<file path="src/rtl/steer_en_gen.sv">
// Rider-detect / steering-enable controller between the load-cell A2D and balance_cntrl.
// Latency: 2 clk from lft_ld/rght_ld to ld_cell_diff, en_steer and rider_off.
// Backpressure: none; samples are taken every clk and outputs are always valid.
module steer_en_gen #(
    parameter int unsigned         LD_W         = 12,
    parameter int unsigned         TMR_CYCLES   = 65000000,
    parameter logic [LD_W-1:0]     MIN_RIDER_WT = LD_W'(32'h200),
    parameter logic [LD_W-1:0]     HYST         = LD_W'(32'h020),
    parameter int unsigned         SETTLE_SHIFT = 2,
    parameter int unsigned         OFF_NUM      = 15,
    parameter int unsigned         OFF_SHIFT    = 4,
    parameter int unsigned         OFF_DBNC     = 4
) (
    input  logic            clk,
    input  logic            rst_n,
    input  logic [LD_W-1:0] lft_ld,
    input  logic [LD_W-1:0] rght_ld,
    output logic [LD_W-1:0] ld_cell_diff,
    output logic            en_steer,
    output logic            rider_off,
    output logic            tmr_full
);

    // Comparison width holds sum*OFF_NUM for any 32-bit OFF_NUM without overflow.
    localparam int unsigned CW = LD_W + 33;
    localparam int unsigned TW = (TMR_CYCLES > 1) ? $clog2(TMR_CYCLES) : 1;
    localparam int unsigned DW = $clog2(OFF_DBNC + 1);

    localparam logic [TW-1:0] TMR_MAX   = TW'(TMR_CYCLES - 1);
    localparam logic [DW-1:0] DBNC_LAST = DW'(OFF_DBNC - 1);
    localparam logic [DW-1:0] DBNC_MAX  = DW'(OFF_DBNC);
    localparam logic [CW-1:0] MIN_W     = CW'(MIN_RIDER_WT);
    localparam logic [CW-1:0] HYST_W    = CW'(HYST);
    localparam logic [CW-1:0] NUM_W     = CW'(OFF_NUM);
    localparam logic [CW-1:0] THR_HI    = MIN_W + HYST_W;

    typedef enum logic [1:0] {IDLE, WAIT, STEER_EN} state_t;

    state_t                state, nxt_state;
    logic [LD_W-1:0]       l_q, r_q;
    logic [LD_W:0]         sum;
    logic signed [LD_W:0]  sub;
    logic [LD_W:0]         mag;
    logic [CW-1:0]         sum_w, diff_w;
    logic                  heavy, light, unsettled, stepping;
    logic [TW-1:0]         timer;
    logic [DW-1:0]         dbnc_cnt, dbnc_nxt;
    logic                  clr_tmr, step_off;

    assign sum    = {1'b0, l_q} + {1'b0, r_q};
    assign sub    = $signed({1'b0, l_q}) - $signed({1'b0, r_q});
    assign mag    = sub[LD_W] ? $unsigned(-sub) : $unsigned(sub);
    assign sum_w  = CW'(sum);
    assign diff_w = CW'(mag);

    // Low threshold written as sum+HYST < MIN so it cannot underflow.
    assign heavy     = sum_w > THR_HI;
    assign light     = (sum_w + HYST_W) < MIN_W;
    assign unsettled = diff_w > (sum_w >> SETTLE_SHIFT);
    assign stepping  = diff_w > ((sum_w * NUM_W) >> OFF_SHIFT);

    assign tmr_full = (timer == TMR_MAX);
    assign step_off = (state == STEER_EN) && stepping && (dbnc_cnt == DBNC_LAST);

    always_comb begin
        dbnc_nxt = '0;
        if (state == STEER_EN && stepping) begin
            dbnc_nxt = (dbnc_cnt == DBNC_MAX) ? dbnc_cnt : dbnc_cnt + 1'b1;
        end
    end

    always_comb begin
        nxt_state = state;
        clr_tmr   = 1'b0;
        case (state)
            IDLE: begin
                if (heavy) begin
                    nxt_state = WAIT;
                    clr_tmr   = 1'b1;
                end
            end
            WAIT: begin
                if (light) begin
                    nxt_state = IDLE;
                end else if (unsettled) begin
                    clr_tmr = 1'b1;
                end else if (tmr_full) begin
                    nxt_state = STEER_EN;
                end
            end
            STEER_EN: begin
                if (light) begin
                    nxt_state = IDLE;
                end else if (step_off) begin
                    nxt_state = WAIT;
                    clr_tmr   = 1'b1;
                end
            end
            default: nxt_state = IDLE;
        endcase
    end

    always_ff @(posedge clk or negedge rst_n) begin
        if (!rst_n) begin
            l_q          <= '0;
            r_q          <= '0;
            ld_cell_diff <= '0;
            state        <= IDLE;
            timer        <= '0;
            dbnc_cnt     <= '0;
            en_steer     <= 1'b0;
            rider_off    <= 1'b0;
        end else begin
            l_q          <= lft_ld;
            r_q          <= rght_ld;
            ld_cell_diff <= mag[LD_W-1:0];
            state        <= nxt_state;
            dbnc_cnt     <= dbnc_nxt;
            // en_steer tracks the state register exactly, so it is loaded from nxt_state.
            en_steer     <= (nxt_state == STEER_EN);
            rider_off    <= (state != IDLE) && (nxt_state == IDLE);
            if (clr_tmr || state == IDLE) begin
                timer <= '0;
            end else if (timer != TMR_MAX) begin
                timer <= timer + 1'b1;
            end
        end
    end

endmodule

</file>
<file path="config.mk">
export PLATFORM = sky130hd
export DESIGN_NAME = steer_en_gen
export DESIGN_NICKNAME = d
export VERILOG_FILES = /design/src/rtl/steer_en_gen.sv
export SDC_FILE = /design/constraint.sdc
export NUM_CORES = 1
export LEC_CHECK = 0
export BUFFER_PORTS_ARGS = -buffer_cell sky130_fd_sc_hd__buf_2
export CORE_UTILIZATION = 60
export CTS_CLUSTER_SIZE = 10
export DETAILED_ROUTE_END_ITERATION = 8
export PLACE_DENSITY = 0.78
export SYNTH_ARGS = -nofsm -noshare
export SYNTH_HDL_FRONTEND = slang
export SYNTH_SLANG_ARGS = --single-unit
</file>
<file path="constraint.sdc">
create_clock -name clk -period 7.74 [get_ports clk]
set_input_delay 0.774 -clock clk [delete_from_list [all_inputs] [get_ports clk]]
set_output_delay 0.774 -clock clk [all_outputs]
set_load 0.05 [all_outputs]
</file>
==> results.yml, run 1 <==
synth:
  netlist.area_leader.share: 0.267
  synth_commonest_cells: "85 x ha_1, 74 x inv_1, 69 x dfrtp_1"
  synth.distinct_cells: 72
  avgSynthCellArea_um2: 9.48
  synth_edf_count: 0
  yosysWarnings: 0
  synth_area_leader_cell: "dfrtp_1"
  yosysMostFrequentCell: "ha_1"
  synthArstFlopShare: 1.00
  syn_inst: 682
  syn_nets: 810
  synth.area.top_cells: "dfrtp_1 27%, ha_1 16%, fa_1 5.3%"
  syn_area_um2: 6460
  seq_area_frac_synth: 0.267
  synth.ff_latch_count: 69
  synthFlopType: "dfrtp_1"
clocking:
  cts_hold_buffers: 0
  clk_pin_slew_ns: 0.09
  cts_tree: "built"
  clk_latency_ns: 0.36
  clock_path_buffers: 2
  cts_made_buffers: 9
  post-cts-setup-buffers: 0
  cts_root_buffer: "clkbuf_8"
  post_cts_resized: 0
  htree_levels: 3
  clock-sinks: 69
floorplan:
  die_h_um: 106
  dieArea_um2: 11200
  core_area_um2: 10400
  die_w_um: 106
  placementRows: 37
  start_util: 0.623
  io_pins: 41
final_layout:
  fin_nets: 844
  stdcell_area_um2: 6990
  syn_to_final_growth_pct: 8.13
  diodes: 0
  utilization: 0.674
  drive_above_1_share: 0.154
  finalNonFillerCells: 857
drt:
  postRouteAntennaNets: 0
  vias: 4972
  firstDrtPassIters: 4
  wl_um: 12900
  drt_iter0_markers: 227
  vias_per_cell: 5.80
  drt-wirelength-per-cell_um: 15.1
  drc: 0
timing:
  rsz0062_at_grt: "false"
  hold_violations: 0
  setup_viol: 0
  tightest_slew_ns: 1.01
  slew_violations: 0
  clock.fmax_ghz: 0.141
  slew_headroom: 0.321
  skew_ns: 0.0181
  finalCritPeriodShare: 0.914
  tns_ns: 0
  fin_crit_ns: 7.07
place:
  dpl.hpwl_um: 9890
  dp_cells: 841
  port-buffer-count: 40
  gp_congestion: 0.897
  dpl_cell_area_um2: 6760
critical_path:
  critPathKind: "reg -> reg"
  worstReg2RegEnd: "en_steer"
  slowest_stage: "fa_1"
  cp_max_fo: 11
  reg2reg_depth: 28
  slowest_delay_ns: 0.57
  arrival_ns: 7.32
  worst_ep_required_time_ns: 7.99
  r2r_setup_slack_ns: 0.67
  endpoint_kind: "register"
  crit_path_frequent_cell: "inv_1"
  start_kind: "register"
  r2r-start: "l_q[3]"
min_path:
  hp-class: "in -> reg"
  holdPathStages: 1
  min_from: "lft_ld[0]"
  hold_path_end: "l_q[0]"
outcome:
  status: "finished, final reports clean"
global_route:
  grt_max_degree: 70
  grtUsageTotal: 0.247
  grt_first_pass_wirelength_um: 22300
  antenna_found_initial: 0
  grt_pass1_vias: 4896
  grt-ovfl-total: 0
pwr:
  ir_drop_mv: 0.259
  p_per_area_nw_per_um2: 351
  leakage_nw: 3.22
job:
  drv_cap: 0
==> report_power, final <==
group          internal (mW)  total, mW  leakage (nW)  switching (mW)
Sequential             0.396      0.412         0.875          0.0168
Combinational          0.693       1.69          2.23           0.998
Clock                  0.193      0.347         0.113           0.155
Total                   1.28       2.45          3.22            1.17
==> cells by family after synthesis <==
logic type | after synthesis | synth area share
flip-flops | 69 | 0.267
multiplexers | 3 | 0.00484
XOR/XNOR | 71 | 0.0974
buffers and inverters | 100 | 0.0641
AO/OA/AOI/OAI | 151 | 0.194
adder cells (fa/ha/maj) | 105 | 0.222
AND/OR/NAND/NOR | 183 | 0.151
==> flip-flops by register name, summed over array words and instances, names as in the netlist <==
register	flops
state	2
rider_off	1
timer	26
dbnc_cnt	3
r_q	12
en_steer	1
l_q	12
ld_cell_diff	12
==> per-layer routing <==
metal  GRT usage  vias to the layer above  part of all wire  wire length [µm]
met5           0                        -                 0                 0
met4      0.0655                        0             0.013               172
met3      0.0427                       18             0.039               505
met2       0.414                      103              0.48              6160
met1       0.330                     2408              0.47              6070
li1            -                     2443                 -                 -
==> how the worst max path moves through the flow <==
stage                     startpoint  slack [ns]  cells past startpoint  endpoint
after floorplan               l_q[1]        1.42                     26  en_steer
after global placement        l_q[3]        1.01                     27  en_steer
final                         l_q[3]        0.67                     28  en_steer
after CTS                     l_q[3]        0.71                     28  en_steer
after global routing          l_q[3]        0.12                     28  en_steer
after detailed placement      l_q[3]        0.73                     28  en_steer
==> worst max-delay path: cells and delay by family (launching register included) <==
kind,cells,cell delay [ns]
buffers and inverters,4,0.40
xor gates and xnor gates,2,0.61
AOI/OAI and AO/OA,10,2.22
DFF,1,0.40
adders and majority gates,5,2.08
and+or+nand+nor,7,1.28
==> metrics by stage <==
step           worst slack (ns)  hold WS (ns)  total power, mW
6_report                  0.668         0.521             2.45
5_1_grt                   0.115         0.501             2.72
4_1_cts                   0.709         0.514             2.46
3_5_place_dp              0.729         0.557             2.11
3_3_place_gp               1.01         0.551             2.04
2_1_floorplan              1.42         0.478             1.78
==> cell type report <==
cell class              count  area [µm²]
multi-input cells         513        4320
fillers                   858        3380
flip-flops and latches     69        1730
inverters                  76         285
repair buffers             47         253
well taps                 136         170
clock buffers              10         138
clock inverters             6        93.8
==> layout by cell type, fill, tap and decap left out, types with 3 or more instances in the layout <==
cell,count
a211oi_1,8
a211oi_2,22
a21boi_0,3
a21o_1,12
a21oi_1,20
a221o_1,3
a221oi_1,4
a31oi_1,6
and2_1,4
and3_1,12
and4_1,4
buf_2,40
buf_4,7
clkbuf_8,10
dfrtp_1,69
fa_1,17
ha_1,85
inv_1,74
maj3_1,3
nand2_1,32
nand2b_1,7
nand3_1,19
nand4_1,10
nor2_1,42
nor2b_1,13
nor3_1,15
nor3b_1,5
o211ai_1,4
o21a_1,10
o21ai_0,23
o21ai_1,5
o21bai_1,4
o41ai_2,3
or2_2,4
xnor2_1,38
xor2_1,32
Note: power is estimated with default switching activity, not from simulation.
==> inputs of run 2 (changes only) <==
- PLACE_DENSITY: 0.78 -> 0.81
==> run 2 against run 1 <==
Compared with the run above: register-to-register slack worse by 0.10 ns; die area stayed put; critical path type unchanged; clock-buffer cell count stayed put; combinational power hardly changed; clock skew is 0.0033 ns lower; sequential power hardly changed; cell count is 0.12% higher; flip-flop and latch count stayed put.
==> results.yml, run 2 (synthesis gave the netlist of run 1 again) <==
critical_path:
  crit_path_frequent_cell: "inv_1"
  cp_max_fo: 11
  crit_family: "compound AO/OA/AOI/OAI gates"
  arrival_ns: 7.43
  worst_ep_required_time_ns: 7.99
  endpoint_kind: "register"
  critPathBufInv: 4
  slowest_delay_ns: 0.57
  slowest_stage: "fa_1"
  critPathKind: "reg -> reg"
  cp.depth: 28
  reg2reg_depth: 28
  start_kind: "register"
place:
  dpl_cell_area_um2: 6770
  dpl.hpwl_um: 10200
  port-buffer-count: 40
  gp_congestion: 0.879
timing:
  hold_violations: 0
  slew_headroom: 0.318
  rsz0062_at_grt: "false"
  skew_ns: 0.0149
  fin_crit_ns: 7.18
  clock.fmax_ghz: 0.139
  setup_viol: 0
  tightest_slew_ns: 1.01
  tns_ns: 0
  slew_violations: 0
  finalCritPeriodShare: 0.927
pwr:
  leakage_nw: 3.19
  ir_drop_mv: 0.296
  p_per_area_nw_per_um2: 346
global_route:
  grt_pass1_vias: 4974
  grt-ovfl-total: 0
  antenna_found_initial: 0
  grt_max_degree: 70
  grt_first_pass_wirelength_um: 22500
  grtUsageTotal: 0.254
clocking:
  cts_hold_buffers: 0
  clock-sinks: 69
  clock_path_buffers: 2
  cts_tree: "built"
  htree_levels: 3
  clk_pin_slew_ns: 0.09
  cts_made_buffers: 9
  post-cts-setup-buffers: 0
  post_cts_resized: 0
  clk_latency_ns: 0.37
  cts_root_buffer: "clkbuf_8"
floorplan:
  io_pins: 41
  die_h_um: 106
  core_area_um2: 10400
  start_util: 0.623
  die_w_um: 106
  placementRows: 37
  dieArea_um2: 11200
final_layout:
  fin_nets: 845
  final_cell_mix: "85 x ha_1, 74 x inv_1, 69 x dfrtp_1"
  fillers: 837
  layout_commonest_cell: "ha_1"
  largest_reg_flops: 26
  syn_to_final_growth_pct: 7.24
  stdcell_area_um2: 6930
  drive_above_1_share: 0.154
  top_register: "timer"
  diodes: 0
job:
  drv_cap: 0
drt:
  drc: 0
  drt-wirelength-per-cell_um: 15.5
  drt_iter0_markers: 349
  firstDrtPassIters: 5
  vias_per_cell: 5.83
  wl_um: 13300
  vias: 5003
  postRouteAntennaNets: 0
outcome:
  status: "finished, final reports clean"
min_path:
  hp-class: "in -> reg"
  holdPathStages: 1
-- run 2: changes by cell type in the layout (fill, tap and decap cells not counted), sizes merged --
cell	change
bufinv	-2
buf	+1
clkinv	+1
clkinvlp	+1
-- run 2: path summary, 6_finish.rpt --
check / endpoint / from / slack [ns]
min in group asynchronous: r_q[0] / rst_n / 0.57
max reg2reg: en_steer / l_q[3] / 0.56
max in group asynchronous: r_q[2] / rst_n / 6.56
min: l_q[0] / lft_ld[0] / 0.51
max: en_steer / l_q[3] / 0.56
min reg2reg: timer[20] / timer[20] / 0.58
-- run 2: per-layer routing --
layer	part of all wire	global-route usage	vias up
met1	0.46	0.325	2398
met2	0.47	0.431	123
met5	0	0	-
met4	0.023	0.108	0
met3	0.049	0.0322	24
li1	-	-	2458
-- run 2: layout make-up --
cell class,instances,area (µm²),area share
inverters,76,285,0.0412
well taps,136,170,0.0245
clock inverters,6,38.8,0.00560
multi-input cells,513,4320,0.624
flip-flops and latches,69,1730,0.249
clock buffers,10,128,0.0184
repair buffers,48,260,0.0375
-- run 2: power breakdown --
| part | internal (mW) | switching (mW) | total (mW) |
|---|---|---|---|
| sequential | 0.396 | 0.0177 | 0.413 |
| clock | 0.116 | 0.148 | 0.263 |
| combinational | 0.700 | 1.02 | 1.72 |
-- run 2: stage by stage --
stage / std cells / power [mW] / setup slack (ns) / util / hold WS [ns]
finish: 858 / 2.40 / 0.564 / 0.668 / 0.508
global route: 858 / 2.64 / 0.0300 / 0.668 / 0.500
CTS: 858 / 2.41 / 0.600 / 0.668 / 0.499
detailed placement: 842 / 2.14 / 0.614 / 0.652 / 0.561
global placement: 842 / 2.04 / 1.02 / 0.652 / 0.556
floorplan: 682 / 1.78 / 1.42 / - / 0.478
==> inputs of run 3 (changes only) <==
- CORE_UTILIZATION: 60 -> 40
- PLACE_DENSITY: 0.81 -> 0.58
- clock period: 7.74 -> 7.65 ns (I/O delays scaled with it)
==> run 3 against run 2 <==
Compared with the run above: global-route usage fell by 7.1 points; hold slack improved by 0.0097 ns; setup slack improved by 0.078 ns; combinational power barely moved; clock power rose by 77%; flip-flop and latch count did not move; sequential power rose by 1%; register-to-register slack improved by 0.08 ns; critical path depth fell by 1; fmax rose by 2.4%; wire length rose by 4.2%; non-clock buffer count rose by 1; largest power group unchanged; highest routed layer unchanged.
==> results.yml, run 3 (synthesis gave the netlist of run 1 again) <==
job:
  drv_cap: 0
drt:
  vias_per_cell: 5.24
  drt-wirelength-per-cell_um: 14.8
  drt_iter0_markers: 221
  firstDrtPassIters: 4
  vias: 4925
  drc: 0
  postRouteAntennaNets: 0
  wl_um: 13900
timing:
  hold_violations: 0
  slew_headroom: 0.344
  fin_crit_ns: 7.01
  slew_violations: 0
  tightest_slew_ns: 0.981
  setup_viol: 0
  rsz0062_at_grt: "false"
  clock.fmax_ghz: 0.143
  skew_ns: 0.00587
  finalCritPeriodShare: 0.916
  tns_ns: 0
floorplan:
  io_pins: 41
  placementRows: 46
  die_w_um: 129
  start_util: 0.408
  core_area_um2: 15800
  dieArea_um2: 16700
  die_h_um: 129
critical_path:
  startpoint: "l_q[3]"
  arrival_ns: 7.25
  r2r_setup_slack_ns: 0.64
  cp_max_fo: 11
  critPathKind: "reg -> reg"
  reg2reg_depth: 27
  cp.depth: 27
  endpoint_kind: "register"
  cp-endpoint: "en_steer"
  slowest_delay_ns: 0.55
  worst_ep_required_time_ns: 7.89
  critPathBufInv: 3
  worstReg2RegEnd: "en_steer"
  crit_family: "compound AO/OA/AOI/OAI gates"
  crit_path_frequent_cell: "ha_1"
  slowest_stage: "a221oi_1"
  start_kind: "register"
  r2r-start: "l_q[3]"
final_layout:
  fin_nets: 846
  layout_commonest_cell: "ha_1"
  syn_to_final_growth_pct: 11.5
  top_register: "timer"
  fillers: 1518
  final_cell_mix: "85 x ha_1, 74 x inv_1, 69 x dfrtp_1"
  largest_reg_flops: 26
  drive_above_1_share: 0.156
  diodes: 0
place:
  dpl.hpwl_um: 10600
  port-buffer-count: 40
  gp_congestion: 0.821
clocking:
  cts_tree: "built"
  clk_pin_slew_ns: 0.06
  htree_levels: 3
  cts_made_buffers: 9
  post-cts-setup-buffers: 0
  clk_latency_ns: 0.35
  cts_root_buffer: "clkbuf_16"
  cts_hold_buffers: 0
  clock-sinks: 69
  clock_path_buffers: 2
global_route:
  antenna_found_initial: 0
  grtUsageTotal: 0.183
  grt-ovfl-total: 0
  grt_pass1_vias: 5010
  grt_max_degree: 70
  grt_first_pass_wirelength_um: 23900
pwr:
  power.total_mw: 2.61
  ir_drop_mv: 0.182
  p_per_area_nw_per_um2: 363
  leakage_nw: 3.28
min_path:
  hp-class: "in -> reg"
outcome:
  status: "finished, final reports clean"
[run 3: changes by cell type in the layout (fill, tap and decap cells not counted), sizes merged]
| cell | previous run | this run |
|---|---|---|
| clkbuf | 10 | 11 |
| clkinv | 3 | 1 |
| inv | 77 | 76 |
| buf | 48 | 49 |
| bufinv | 0 | 2 |
[run 3: through the flow]
step	util	hold WS (ns)	area [µm²]	instances	setup WS, ns
floorplan	-	0.469	6460	682	1.33
global placement	0.434	0.555	6870	923	0.852
detailed placement	0.434	0.555	6870	923	0.580
CTS	0.455	0.498	7200	939	0.558
global route	0.455	0.505	7210	939	0.118
finish	0.455	0.517	7210	939	0.642
[run 3: worst min-delay path by stage]
stage	startpoint	to	slack, ns	depth (start not counted)
2_1_floorplan	rst_n	dbnc_cnt[0]	0.47	0
3_3_place_gp	timer[24]	timer[24]	0.55	2
3_5_place_dp	timer[24]	timer[24]	0.56	2
4_1_cts	lft_ld[0]	l_q[0]	0.50	1
5_1_grt	lft_ld[9]	l_q[9]	0.50	1
6_report	rght_ld[7]	r_q[7]	0.52	1
[run 3: layout make-up]
class	instances	area, µm²	area share
Tap cell	216	270	0.0375
Inverter	76	285	0.0396
Multi-Input combinational cell	513	4330	0.601
Sequential cell	69	1730	0.240
Timing Repair Buffer	49	268	0.0372
Clock buffer	11	243	0.0337
Clock inverter	5	83.8	0.0116
[run 3: metal layers]
layer  GRT usage  part of all wire  up-vias
met2       0.297              0.46       73
li1            -                 -     2457
met4      0.0706             0.021        0
met1       0.241              0.50     2377
met3      0.0351             0.026       18
met5           0                 0        -
[run 3: what timing repair did]
item,4_1_cts,5_1_grt
endpoints found under the hold margin,0,0
endpoints found under the setup margin,0,2
gates resized for setup,0,1
[run 3: where the power goes]
group / internal [mW] / leakage, nW / switching, mW / total [mW]
sequential: 0.401 / 0.875 / 0.0159 / 0.417
clock: 0.295 / 0.152 / 0.171 / 0.466
combinational: 0.705 / 2.25 / 1.03 / 1.73
total: 1.40 / 3.27 / 1.21 / 2.61
